--- src/rtl/fetch_pkg.sv ---
// fetch_pkg: shared constants and types for the instruction-fetch stage.
// Holds reset PC default, NOP encoding, PC step, FSM states, queue entry.
package fetch_pkg;

  localparam logic [31:0] PC_RESET_DEF = 32'h8002_0000;
  localparam logic [31:0] NOP_INSN     = 32'h0000_0000;
  localparam logic [31:0] PC_STEP      = 32'd4;

  typedef enum logic {
    RUN,
    DRAIN
  } state_t;

  typedef struct packed {
    logic [31:0] pc;
    logic [31:0] insn;
  } fetch_entry_t;

endpackage

--- src/rtl/fetch_queue.sv ---
// fetch_queue: small synchronous FIFO, DEPTH a power of 2 (>=2).
// Ports: clock, reset, push, pop, flush, din -> dout, full, empty, count.
module fetch_queue #(
  parameter int WIDTH = 64,
  parameter int DEPTH = 2
) (
  input  logic                       clock,
  input  logic                       reset,
  input  logic                       push,
  input  logic                       pop,
  input  logic                       flush,
  input  logic [WIDTH-1:0]           din,
  output logic [WIDTH-1:0]           dout,
  output logic                       full,
  output logic                       empty,
  output logic [$clog2(DEPTH):0]     count
);

  localparam int AW = $clog2(DEPTH);
  localparam int CW = AW + 1;

  logic [WIDTH-1:0] mem [DEPTH];
  logic [AW-1:0]    rd_ptr;
  logic [AW-1:0]    wr_ptr;
  logic             do_push;
  logic             do_pop;

  assign empty   = (count == '0);
  assign full    = (count == CW'(DEPTH));
  assign do_pop  = pop && !empty;
  // a full queue may take a push when it pops in the same cycle
  assign do_push = push && (!full || do_pop);
  assign dout    = mem[rd_ptr];

  always_ff @(posedge clock) begin
    if (do_push && !flush && !reset) begin
      mem[wr_ptr] <= din;
    end
  end

  always_ff @(posedge clock) begin
    if (reset || flush) begin
      rd_ptr <= '0;
      wr_ptr <= '0;
      count  <= '0;
    end else begin
      if (do_push) wr_ptr <= wr_ptr + 1'b1;
      if (do_pop)  rd_ptr <= rd_ptr + 1'b1;
      count <= count + CW'(do_push) - CW'(do_pop);
    end
  end

  overflow_a: assert property (
    @(posedge clock) disable iff (reset)
    !(push && full && !pop)
  );

endmodule

--- src/rtl/fetch_unit.sv ---
// fetch_unit: fetch PC, in-order imem requests, instruction queue to decode.
// Ports: clock, reset, imem_req_*, imem_resp_*, stall, redirect(_pc), pc,
// insn, insn_valid; with FETCH_PERF_EN also perf_fetched, perf_bubbles.
module fetch_unit
  import fetch_pkg::*;
#(
  parameter logic [31:0] PC_RESET = PC_RESET_DEF,
  parameter int          QDEPTH   = 2
) (
  input  logic        clock,
  input  logic        reset,
  output logic        imem_req_valid,
  input  logic        imem_req_ready,
  output logic [31:0] imem_req_addr,
  input  logic        imem_resp_valid,
  input  logic [31:0] imem_resp_data,
  input  logic        stall,
  input  logic        redirect,
  input  logic [31:0] redirect_pc,
  output logic [31:0] pc,
  output logic [31:0] insn,
  output logic        insn_valid
`ifdef FETCH_PERF_EN
  ,
  output logic [31:0] perf_fetched,
  output logic [31:0] perf_bubbles
`endif
);

  localparam int          CW = $clog2(QDEPTH) + 1;
  localparam logic [CW:0] QD = (CW+1)'(QDEPTH);

  state_t        state;
  state_t        state_n;
  logic [31:0]   fetch_pc;
  logic [31:0]   fetch_pc_n;
  logic [31:0]   last_pc;
  logic [CW-1:0] discard;
  logic [CW-1:0] discard_n;
  logic [CW-1:0] occ;
  logic [CW-1:0] inflight;
  logic [CW:0]   total;
  logic          fire;
  logic          keep;
  logic          take;
  logic          iq_full;
  logic          iq_empty;
  logic          trk_full;
  logic          trk_empty;
  logic [31:0]   trk_head;
  fetch_entry_t  iq_in;
  fetch_entry_t  iq_head;
  logic          unused_ok;

  assign unused_ok = ^{iq_full, trk_full, trk_empty};

  // queued words plus outstanding requests never exceed queue capacity
  assign total = {1'b0, occ} + {1'b0, inflight};

  assign imem_req_addr  = fetch_pc;
  assign imem_req_valid = !reset && (state == RUN) && !redirect
                          && (total < QD);
  assign fire = imem_req_valid && imem_req_ready;

  assign keep = imem_resp_valid && (discard == '0) && !redirect;
  assign take = insn_valid && !stall && !redirect;

  assign iq_in = '{pc: trk_head, insn: imem_resp_data};

  fetch_queue #(
    .WIDTH ($bits(fetch_entry_t)),
    .DEPTH (QDEPTH)
  ) u_iq (
    .clock (clock),
    .reset (reset),
    .push  (keep),
    .pop   (take),
    .flush (redirect),
    .din   (iq_in),
    .dout  (iq_head),
    .full  (iq_full),
    .empty (iq_empty),
    .count (occ)
  );

  // request addresses; every response pops one, kept or dropped
  fetch_queue #(
    .WIDTH (32),
    .DEPTH (QDEPTH)
  ) u_trk (
    .clock (clock),
    .reset (reset),
    .push  (fire),
    .pop   (imem_resp_valid),
    .flush (1'b0),
    .din   (fetch_pc),
    .dout  (trk_head),
    .full  (trk_full),
    .empty (trk_empty),
    .count (inflight)
  );

  assign insn_valid = !iq_empty;
  assign insn       = iq_empty ? NOP_INSN : iq_head.insn;
  assign pc         = iq_empty ? last_pc : iq_head.pc;

  always_comb begin
    state_n    = state;
    discard_n  = discard;
    fetch_pc_n = fetch_pc;
    if (fire) fetch_pc_n = fetch_pc + PC_STEP;
    if (redirect) fetch_pc_n = {redirect_pc[31:2], 2'b00};
    unique case (state)
      RUN: begin
        if (redirect) begin
          // a response landing with the redirect is already stale
          discard_n = inflight - CW'(imem_resp_valid);
          if (discard_n != '0) state_n = DRAIN;
        end
      end
      DRAIN: begin
        if (imem_resp_valid && (discard != '0)) begin
          discard_n = discard - 1'b1;
        end
        if (discard_n == '0) state_n = RUN;
      end
    endcase
  end

  always_ff @(posedge clock) begin
    if (reset) begin
      state    <= RUN;
      fetch_pc <= PC_RESET;
      discard  <= '0;
      last_pc  <= PC_RESET;
    end else begin
      state    <= state_n;
      fetch_pc <= fetch_pc_n;
      discard  <= discard_n;
      if (!iq_empty) last_pc <= iq_head.pc;
    end
  end

`ifdef FETCH_PERF_EN
  always_ff @(posedge clock) begin
    if (reset) begin
      perf_fetched <= '0;
      perf_bubbles <= '0;
    end else begin
      if (keep) perf_fetched <= perf_fetched + 32'd1;
      if (!insn_valid && !stall) perf_bubbles <= perf_bubbles + 32'd1;
    end
  end
`endif

endmodule

--- config.mk ---
export PLATFORM = sky130hd
export DESIGN_NAME = fetch_unit
export DESIGN_NICKNAME = d
export VERILOG_FILES = /design/src/rtl/fetch_pkg.sv /design/src/rtl/fetch_queue.sv /design/src/rtl/fetch_unit.sv
export SDC_FILE = /design/constraint.sdc
export NUM_CORES = 1
export LEC_CHECK = 0
export CORE_UTILIZATION = 41
export CTS_BUF_LIST = sky130_fd_sc_hd__clkbuf_8 sky130_fd_sc_hd__clkbuf_16
export CTS_CLUSTER_DIAMETER = 150
export CTS_CLUSTER_SIZE = 8
export DETAILED_ROUTE_END_ITERATION = 10
export MAX_ROUTING_LAYER = met4
export PLACE_DENSITY = 0.74
export SETUP_SLACK_MARGIN = 0.4
export SYNTH_ARGS = -nofsm -noshare
export SYNTH_HDL_FRONTEND = slang
export SYNTH_SLANG_ARGS = --single-unit
--- constraint.sdc ---
create_clock -name clock -period 6.5 [get_ports clock]
set_input_delay 1.3 -clock clock [delete_from_list [all_inputs] [get_ports clock]]
set_output_delay 1.3 -clock clock [all_outputs]
set_load 0.02 [all_outputs]
==> impl_results.md, run 1 <==
- Status: completed
- HP Start: last_pc[0]
- Final Hold Vio Count: 0
- Post-synth EDFFs: 184
- Port Buffers: 163
- # IOs: 168
- Setup Buffers After CTS: 0
- Adder and majority gate portion of the synthesized area: 0.794%
- Die Wd: 161 um
- Compound-Gate Fraction of Synth Area: 6.75%
- Final antenna-violating net count: 0
- Clock Skews: 0.0194 ns
- Commonest non-fill, non-tap cells in the layout: 184 x edfxtp_1, 163 x clkdlybuf4s50_1, 74 x dfxtp_1, 65 x nand2_1, 64 x mux2i_1
- Cell count after synthesis: 780
- Reg2reg end: u_trk.mem[0][27]
- FF-to-FF Start: u_iq.count[0]
- Final min period: 4.53 ns
- Drt total wl: 21,900 um
- Rows: 57
- Crit path from: reset
- Max Slew Vio Count: 0
- Area of the multi-input gates: 3170 um2
- Setup TNS: 0 ns
- Share of synthesized registers carrying an async set or reset: 0%
- Ys flop type: edfxtp_1
- Layout Nets: 1,026
- Combinational Power Share: 13.6%
- Share of cells above drive strength 1: 10.2%
- Initial DRC Count: 561
- Syn Std Cell Area: 10,400 um2
- Largest net degree at the start of global routing: 63
- GPL Wtd Cong: 0.833
- Combinational family with the most area after synthesis: simple AND/OR/NAND/NOR gates
- Crit Path Category: input pin to output pin
- Fmax: 0.221 GHz
- Flop pwr share: 46.0%
- Maximum VDD drop: 0.180 mV
- Cts repair resizes: 0
- Worst-path clk slew: 0.05 ns
- Power Dens Cells: 317 nW/um2
- Final instance area: 13,400 um2
- Setup violations, final: 0
- Num CTS Buffers: 38
- Avg Cell Area, Syn: 13.3 um2
- Root buffer cell: clkbuf_16
- CTS tree: done
- Routed len/inst: 16.8 um
- RSZ-0062 raised after global routing: false
- Mux share of post-synthesis cell area: 9.73%
- Hold_buf cts: 0
- Initial antenna violation count: 0
- Hold endpoint: last_pc[0]
- Register bit total from synthesis: 259
- Chip height: 161 um
- Type of the worst min-delay path: flop to flop
- Clock latency at the later pin of the worst-skew pair: 0.51 ns
- Vias: 6,711
- Vias in the first global route: 6,528
- Via-to-Cell Ratio: 5.15
- CP Launch Type: input pin
- Final worst-path cycle share: 69.6%
- Synth unique cells: 63
- Dpl hpwl: 13,600 um
- Seq/Total Area, Yosys: 67.6%
- Flip-flop and latch area: 7030 um2
- Leak: 4.55 nW
- XOR/XNOR Fraction of Synth Area: 1.35%
- Commonest non-fill, non-tap cell in the layout: edfxtp_1
- Slew headroom: 24.8%
- WHS Path Cells: 1
- Total gr overflow: 0
- CP required: 5.20 ns
- Clk sinks: 259
- DR DRC count: 0
- Clock Tree Buf Depth: 3
- R2R Setup Slk: 2.97 ns
- H-Tree Level Count: 2
- Inserted Diodes: 0
- First-pass GRT wire length: 34,700 um
- Placed Area: 12,400 um2
- Worst Path Arrival: 3.23 ns
- Synth Warn #: 0
- Int Power: 3.21 mW
- Area grow syn2layout: 29.2%
- Synth Area in Simple Gates: 11.5%
- Critical Path End Type: output pin
- Worst Tran Pin Value: 1.13 ns
- GRT Resource Usage Total: 17.5%
- Filler cell count: 2,062
- Switching power: 1.05 mW
- Drt first pass iters: 5
- Initial cell density of the core: 42.3%
- Worst Reg2Reg Path Length in Cells: 8
- MaxCap Viol Count: 0
- Core box area: 24,600 um2
- Sw Ratio: 24.7%
- Worst-path fanout max: 12
- Total power after layout: 4.27 mW
- Overall die area: 26,000 um2
- Clk network pwr share: 40.4%
[cells by family (layout without fill, tap and decap cells)]
group / Yosys count / in the layout
adders and majority gates: 6 / 6
DFF: 259 / 259
other: 1 / 2
and+or+nand+nor: 234 / 234
AOI/OAI and AO/OA: 114 / 114
muxes: 97 / 97
buffers and inverters: 53 / 250
xor gates and xnor gates: 16 / 16
[power by group through the flow]
| stage | Sequential, mW | Combinational, mW | Clock, mW |
|---|---|---|---|
| final | 1.96 | 0.579 | 1.72 |
| after global routing | 1.97 | 0.630 | 1.84 |
| after CTS | 1.96 | 0.584 | 1.77 |
| after detailed placement | 1.99 | 0.580 | 0 |
| after global placement | 1.99 | 0.568 | 0 |
| after floorplan | 1.99 | 0.351 | 0 |
[flip-flops by register name (all words and copies together) (netlist names), named ones only]
| signal | count |
|---|---|
| u_trk.wr_ptr | 1 |
| discard | 2 |
| u_iq.wr_ptr | 1 |
| u_iq.mem | 124 |
| u_iq.rd_ptr | 1 |
| u_trk.rd_ptr | 1 |
| last_pc | 32 |
| state | 1 |
| imem_req_addr | 30 |
| u_trk.count | 2 |
| u_trk.mem | 60 |
| u_iq.count | 2 |
[cells in the mapped netlist (all sizes together), types with 4 or more instances]
master | number | share of area (%)
a21oi | 26 | 1.3
a31oi | 10 | 0.60
and2 | 42 | 2.5
and3 | 5 | 0.30
buf | 16 | 0.97
clkbuf | 29 | 1.0
dfxtp | 75 | 14
edfxtp | 184 | 53
ha | 5 | 0.60
inv | 8 | 0.29
mux2 | 33 | 3.6
mux2i | 64 | 6.2
nand2 | 66 | 2.4
nand3 | 9 | 0.43
nand4 | 15 | 0.96
nor2 | 64 | 2.3
nor3 | 9 | 0.54
o211ai | 5 | 0.36
o21ai | 40 | 1.9
o22ai | 5 | 0.30
or3 | 4 | 0.24
xnor2 | 6 | 0.51
xor2 | 10 | 0.84
[layout make-up]
class / instances / share of cell area [%]
clock buffers: 38 / 7.08
flip-flops and latches: 259 / 52.3
multi-input cells: 469 / 23.6
inverters: 8 / 0.223
repair buffers: 174 / 12.8
well taps: 324 / 3.02
clock inverters: 30 / 1.03
[how the worst max path moves through the flow]
stage	endpoint	slack, ns	cells past startpoint
after floorplan	u_iq.mem[1][0]	1.71	4
after global placement	u_trk.mem[0][24]	1.93	6
after detailed placement	u_trk.mem[0][25]	1.88	6
after CTS	imem_req_valid	1.97	5
after global routing	imem_req_valid	1.84	5
final	imem_req_valid	1.97	5
[critical path, stage by stage]
cell and delay (ns):
clkdlybuf4s50_1 0.74, inv_1 0.19, nand2_1 0.18, nor2_1 0.18, clkdlybuf4s50_1 0.63
[per-stage QoR]
stage | hold slack (ns) | utilization [%] | setup WS (ns) | instances
final | 0.477 | 54.6 | 1.97 | 1302
after global placement | 0.463 | 50.2 | 1.93 | 1234
after global routing | 0.518 | 54.6 | 1.84 | 1302
after CTS | 0.484 | 54.6 | 1.97 | 1302
after floorplan | 0.451 | - | 1.71 | 781
after detailed placement | 0.473 | 50.2 | 1.88 | 1234
[routing by layer]
metal | global-route usage (%) | wire, um | part of all wire, % | vias to the layer above
met2 | 26.5 | 9700 | 44 | 267
li1 | - | - | - | 3215
met1 | 23.5 | 10100 | 46 | 3196
met3 | 3.98 | 1770 | 8.1 | 33
met5 | - | 0 | 0 | -
met4 | 5.40 | 374 | 1.7 | 0
Note: power is estimated with default switching activity, not from simulation.
==> inputs of run 2 (changes only) <==
==> constraint.sdc (replaced) <==
create_clock -name clock -period 3.8 [get_ports clock]
set_input_delay 0.76 -clock clock [delete_from_list [all_inputs] [get_ports clock]]
set_output_delay 0.76 -clock clock [all_outputs]
set_load 0.02 [all_outputs]
==> impl_results.md, run 2 (synthesized netlist as in run 1, its figures left out) <==
- Status: completed
- Inserted Diodes: 0 (unchanged)
- Setup violations, final: 0 (unchanged)
- Worst Path Arrival: 2.47 ns (-0.76 ns)
- DP Worst Slack: 0.641 ns (-1.24 ns)
- Setup TNS: 0 ns (unchanged)
- Leak: 4.65 nW (+2.4%)
- Largest Register: u_iq.mem
- Worst-path clk slew: 0.05 ns (about the same)
- Area grow syn2layout: 31.0%
- Final antenna-violating net count: 0 (unchanged)
- Initial cell density of the core: 42.3% (unchanged)
- Num CTS Buffers: 38 (unchanged)
- Final min period: 3.23 ns
- Placed insts: 1,244 (+0.81%)
- Power Dens Cells: 544 nW/um2 (+71%)
- Chip height: 161 um (unchanged)
- First-pass GRT wire length: 34,700 um (+0.20%)
- Drt total wl: 22,300 um (+2.0%)
- Share of cells above drive strength 1: 11.5% (+1.3 points)
- Clock latency at the later pin of the worst-skew pair: 0.50 ns (about the same)
- H-Tree Level Count: 2 (unchanged)
- Clk sinks: 259 (unchanged)
- Delay of the slowest critical-path stage: 0.62 ns (-0.12 ns)
- Critical Path End Type: output pin
- Clock Tree Buf Depth: 3 (unchanged)
- Final Hold Vio Count: 0 (unchanged)
- Worst Tran Pin Value: 0.816 ns (-0.312 ns)
- Die Wd: 161 um (unchanged)
- DR DRC count: 0 (unchanged)
- Initial antenna violation count: 0 (unchanged)
- Crit-path slowest cell: clkdlybuf4s50_1
- Routed len/inst: 17.0 um (+0.89%)
- Overall die area: 26,000 um2 (unchanged)
- Final worst slack: 0.568 ns (-1.40 ns)
- CP required: 3.04 ns (-2.16 ns)
- Crit path from: u_iq.count[1]
- Final worst-path cycle share: 85.1%
- Total gr overflow: 0 (unchanged)
- Vias: 6,840 (+1.9%)
- Initial DRC Count: 502 (-11%)
- Core box area: 24,600 um2 (unchanged)
- Root buffer cell: clkbuf_16
- Hold_buf cts: 0 (unchanged)
- Maximum VDD drop: 0.353 mV (+96%)
- CTS tree: done
- HP Start: last_pc[1]
- Largest net degree at the start of global routing: 63 (unchanged)
- # IOs: 168 (unchanged)
- Port Buffers: 163 (unchanged)
- Dpl hpwl: 13,900 um (+2.0%)
- Final std cells w/o fill: 1,316 (+1.1%)
- Via-to-Cell Ratio: 5.20 (+0.84%)
- Worst-path fanout max: 25 (+13)
- CP Launch Type: flop
- Fmax: 0.309 GHz
- Max Slew Vio Count: 0 (unchanged)
- Commonest non-fill, non-tap cell in the layout: edfxtp_1
- Post-layout util: 55.4% (+0.76 points)
- Slew headroom: 45.5% (+21 points)
- Largest register FFs: 124 (unchanged)
- CP cell instances: nor2_4 > buf_4 > and2_1 > clkdlybuf4s50_1
- RSZ-0062 raised after global routing: false
- Crit Path Category: flop to output pin
- Type of the worst min-delay path: flop to flop
- MaxCap Viol Count: 0 (unchanged)
- Vias in the first global route: 6,557 (+0.44%)
- Drt first pass iters: 5 (unchanged)
- GRT Resource Usage Total: 17.4% (-0.16 points)
- FF-to-FF Start: u_iq.count[0]
- Largest regs: u_iq.mem x124, u_trk.mem x60, last_pc x32
- GPL Wtd Cong: 0.830 (-0.32%)
- Rows: 57 (unchanged)
- Layout Nets: 1,038 (+1.2%)
- Commonest non-fill, non-tap cells in the layout: 184 x edfxtp_1, 162 x clkdlybuf4s50_1, 73 x dfxtp_1, 65 x nand2_1, 64 x mux2i_1
- Clock Skews: 0.0122 ns (-0.00721 ns)
-- run 2: changes by cell type in the layout (fill, tap and decap cells not counted), sizes merged --
| cell | delta |
|---|---|
| clkbuf | +3 |
| buf | +10 |
| clkinv | -1 |
| nor2 | +2 |
| clkdlybuf4s50 | -1 |
| dlymetal6s2s | +1 |
-- run 2: timing repair --
item	CTS	global route
buffers inserted	0	0
setup endpoints to repair	23	53
gates resized for setup	1	3
pin swaps	0	1
gates cloned	0	2
-- run 2: worst paths after layout --
path | endpoint | slack [ns] | depth (start not counted)
setup / recovery | pc[0] | 0.57 | 4
hold / removal | last_pc[1] | 0.48 | 1
setup reg to reg | u_trk.mem[0][13] | 0.87 | 8
hold reg to reg | last_pc[1] | 0.48 | 1
-- run 2: per-layer routing --
layer | share of wire (%) | vias up | track usage, % | routed length (um)
met5 | 0 | - | - | 0
met4 | 1.6 | 0 | 5.83 | 359
met3 | 7.7 | 32 | 3.75 | 1720
met2 | 45 | 295 | 25.8 | 10100
met1 | 45 | 3246 | 23.6 | 10100
li1 | - | 3267 | - | -
-- run 2: power breakdown --
group	internal (mW)	total (mW)	leakage [nW]	switching [mW]
logic	0.469	1.02	1.71	0.548
registers	3.25	3.36	2.29	0.108
clock network	1.91	3.04	0.655	1.13
-- run 2: cell type report --
cell class / instances / area, um2
clock buffer: 41 / 1030
clock inverter: 29 / 113
fill: 1981 / 11000
inverter: 8 / 30.0
multi-input combinational: 471 / 3190
sequential: 259 / 7030
tap: 324 / 405
timing repair buffer: 184 / 1830
-- run 2: per-stage QoR --
step / total power, mW / hold WS [ns] / area (um2)
final: 7.42 / 0.481 / 13600
after global routing: 7.72 / 0.527 / 13600
after CTS: 7.49 / 0.483 / 13600
after detailed placement: 4.40 / 0.471 / 12500
after global placement: 4.38 / 0.465 / 12500
after floorplan: 4.01 / 0.451 / 10400
-- run 2: worst max-delay path, delay by kind of cell, from the launching register on --
| kind | cells | cell delay, ns |
|---|---|---|
| simple gates | 2 | 0.54 |
| flops | 1 | 0.45 |
| buf+inv | 2 | 0.97 |
==> inputs of run 3 (changes only) <==
--- a/config.mk
+++ b/config.mk
@@ -11,8 +11,9 @@
 export CTS_CLUSTER_SIZE = 8
 export DETAILED_ROUTE_END_ITERATION = 10
 export MAX_ROUTING_LAYER = met4
-export PLACE_DENSITY = 0.74
+export PLACE_DENSITY = 0.66
 export SETUP_SLACK_MARGIN = 0.4
+export SLEW_MARGIN = 15
 export SYNTH_ARGS = -nofsm -noshare
 export SYNTH_HDL_FRONTEND = slang
 export SYNTH_SLANG_ARGS = --single-unit
==> impl_results.md, run 3 (synthesized netlist as in run 1, its figures left out) <==
- Status: completed
- Layout Nets: 1,034 (-0.39%)
- Worst Tran Pin Value: 0.800 ns (-0.0168 ns)
- Worst-path fanout max: 6 (-76%)
- GRT Resource Usage Total: 18.3% (+0.97 points)
- Clock latency at the later pin of the worst-skew pair: 0.50 ns (about the same)
- Flip-flop and latch area: 7030 um2 (about the same)
- Maximum VDD drop: 0.271 mV (-23%)
- Largest register FFs: 124 (unchanged)
- Critical Path End Type: output pin
- Overall die area: 26,000 um2 (unchanged)
- Slew headroom: 46.6% (+1.1 points)
- R2R Setup Slk: 1.00 ns (+0.13 ns)
- Final Hold Vio Count: 0 (unchanged)
- Dpl hpwl: 14,200 um (+2.1%)
- GPL Wtd Cong: 0.855 (+3.0%)
- Worst Path Arrival: 2.48 ns (about the same)
- Drt first pass iters: 5 (unchanged)
- Vias in the first global route: 6,616 (+0.90%)
- Largest net degree at the start of global routing: 99 (+57%)
- Share of cells above drive strength 1: 10.8% (-0.65 points)
- RSZ-0062 raised after global routing: false
- CTS tree: done
- Inserted Diodes: 0 (unchanged)
- Worst Hold Slack: 0.481 ns (+0.000582 ns)
- Power Dens Cells: 540 nW/um2 (-0.79%)
- MaxCap Viol Count: 0 (unchanged)
- Num CTS Buffers: 38 (unchanged)
- Vias: 6,674 (-2.4%)
- Initial cell density of the core: 42.3% (unchanged)
- Commonest non-fill, non-tap cell in the layout: edfxtp_1
- Chip height: 161 um (unchanged)
- First-pass GRT wire length: 35,900 um (+3.4%)
- CP required: 3.04 ns (about the same)
- Via-to-Cell Ratio: 5.09 (-2.1%)
- DR DRC count: 0 (unchanged)
- Routed len/inst: 17.3 um (+1.7%)
- Final std cells w/o fill: 1,311 (-0.38%)
- Max Slew Vio Count: 0 (unchanged)
- Root buffer cell: clkbuf_16
- Port Buffers: 163 (unchanged)
- Final worst-path cycle share: 85.1% (about the same)
- Total power after layout: 7.33 mW (-1.1%)
- Worst-path clk slew: 0.05 ns (about the same)
- Crit Path Category: flop to output pin
- Initial antenna violation count: 0 (unchanged)
- Drt total wl: 22,600 um (+1.3%)
- Setup Buffers After CTS: 0 (unchanged)
- Leak: 4.63 nW (-0.58%)
- Setup violations, final: 0 (unchanged)
- CP Launch Type: flop
- Clock Skews: 0.0110 ns (-0.00122 ns)
- Final min period: 3.24 ns (+0.00303 ns)
- Die Wd: 161 um (unchanged)
- Type of the worst min-delay path: flop to flop
- Initial DRC Count: 429 (-15%)
- Area grow syn2layout: 30.6%
- Total gr overflow: 0 (unchanged)
- H-Tree Level Count: 2 (unchanged)
- Largest Register: u_iq.mem
- Area of the multi-input gates: 3170 um2 (-0.71%)
- Clk sinks: 259 (unchanged)
- Core box area: 24,600 um2 (unchanged)
- Largest regs: u_iq.mem x124, u_trk.mem x60, last_pc x32
- Final antenna-violating net count: 0 (unchanged)
- Setup TNS: 0 ns (unchanged)
- Fmax: 0.309 GHz (about the same)
- Rows: 57 (unchanged)
- Filler cell count: 2,034 (+2.7%)
- Placed insts: 1,242 (-0.16%)
- # IOs: 168 (unchanged)
- Clock Tree Buf Depth: 3 (unchanged)
- Commonest non-fill, non-tap cells in the layout: 184 x edfxtp_1, 162 x clkdlybuf4s50_1, 74 x dfxtp_1, 65 x nand2_1, 64 x mux2i_1
==> run 3: cell type report <==
class / instances / area share (%)
Clock inverter: 30 / 0.884
Inverter: 8 / 0.221
Clock buffer: 39 / 7.19
Tap cell: 324 / 2.99
Sequential cell: 259 / 51.8
Multi-Input combinational cell: 469 / 23.3
Timing Repair Buffer: 182 / 13.6
==> run 3: where the power goes <==
group | leakage [nW] | switching, mW | internal, mW
clock network | 0.639 | 1.14 | 1.83
logic | 1.70 | 0.543 | 0.463
registers | 2.29 | 0.103 | 3.25
total | 4.63 | 1.79 | 5.54
==> run 3: worst paths after layout <==
check | cells past startpoint | to | start
worst min-delay path | 1 | last_pc[1] | last_pc[1]
worst min register to register | 1 | last_pc[1] | last_pc[1]
worst max-delay path | 6 | imem_req_valid | u_iq.count[0]
worst max register to register | 8 | u_trk.mem[0][24] | u_iq.count[0]
==> run 3: stage by stage <==
step	instance area (um2)	util, %	setup slack (ns)
final	13600	55.2	0.565
after global routing	13600	55.2	0.410
after CTS	13600	55.2	0.510
after detailed placement	12500	50.7	0.624
after global placement	12500	50.7	0.649
after floorplan	10400	-	0.326
==> run 3: layer usage <==
metal / track usage (%) / vias to the layer above / share of wire, % / wire length (um)
li1: - / 3238 / - / -
met1: 22.5 / 3180 / 43 / 9810
met2: 29.9 / 218 / 48 / 10800
met3: 4.39 / 38 / 6.8 / 1540
met4: 5.57 / 0 / 1.9 / 431
met5: - / - / 0 / 0
==> run 3: worst max-delay path: stages, from the launching register on <==
cell and delay, ns:
dfxtp_1 0.38, inv_1 0.08, nor2_1 0.13, fa_1 0.42, or3_1 0.48, nor2_1 0.14
dlygate4sd2_1 0.35
==> run 3: timing repair <==
action,CTS,global route
resized for setup,1,0
setup endpoints to repair,1,0
hold buffers,0,0
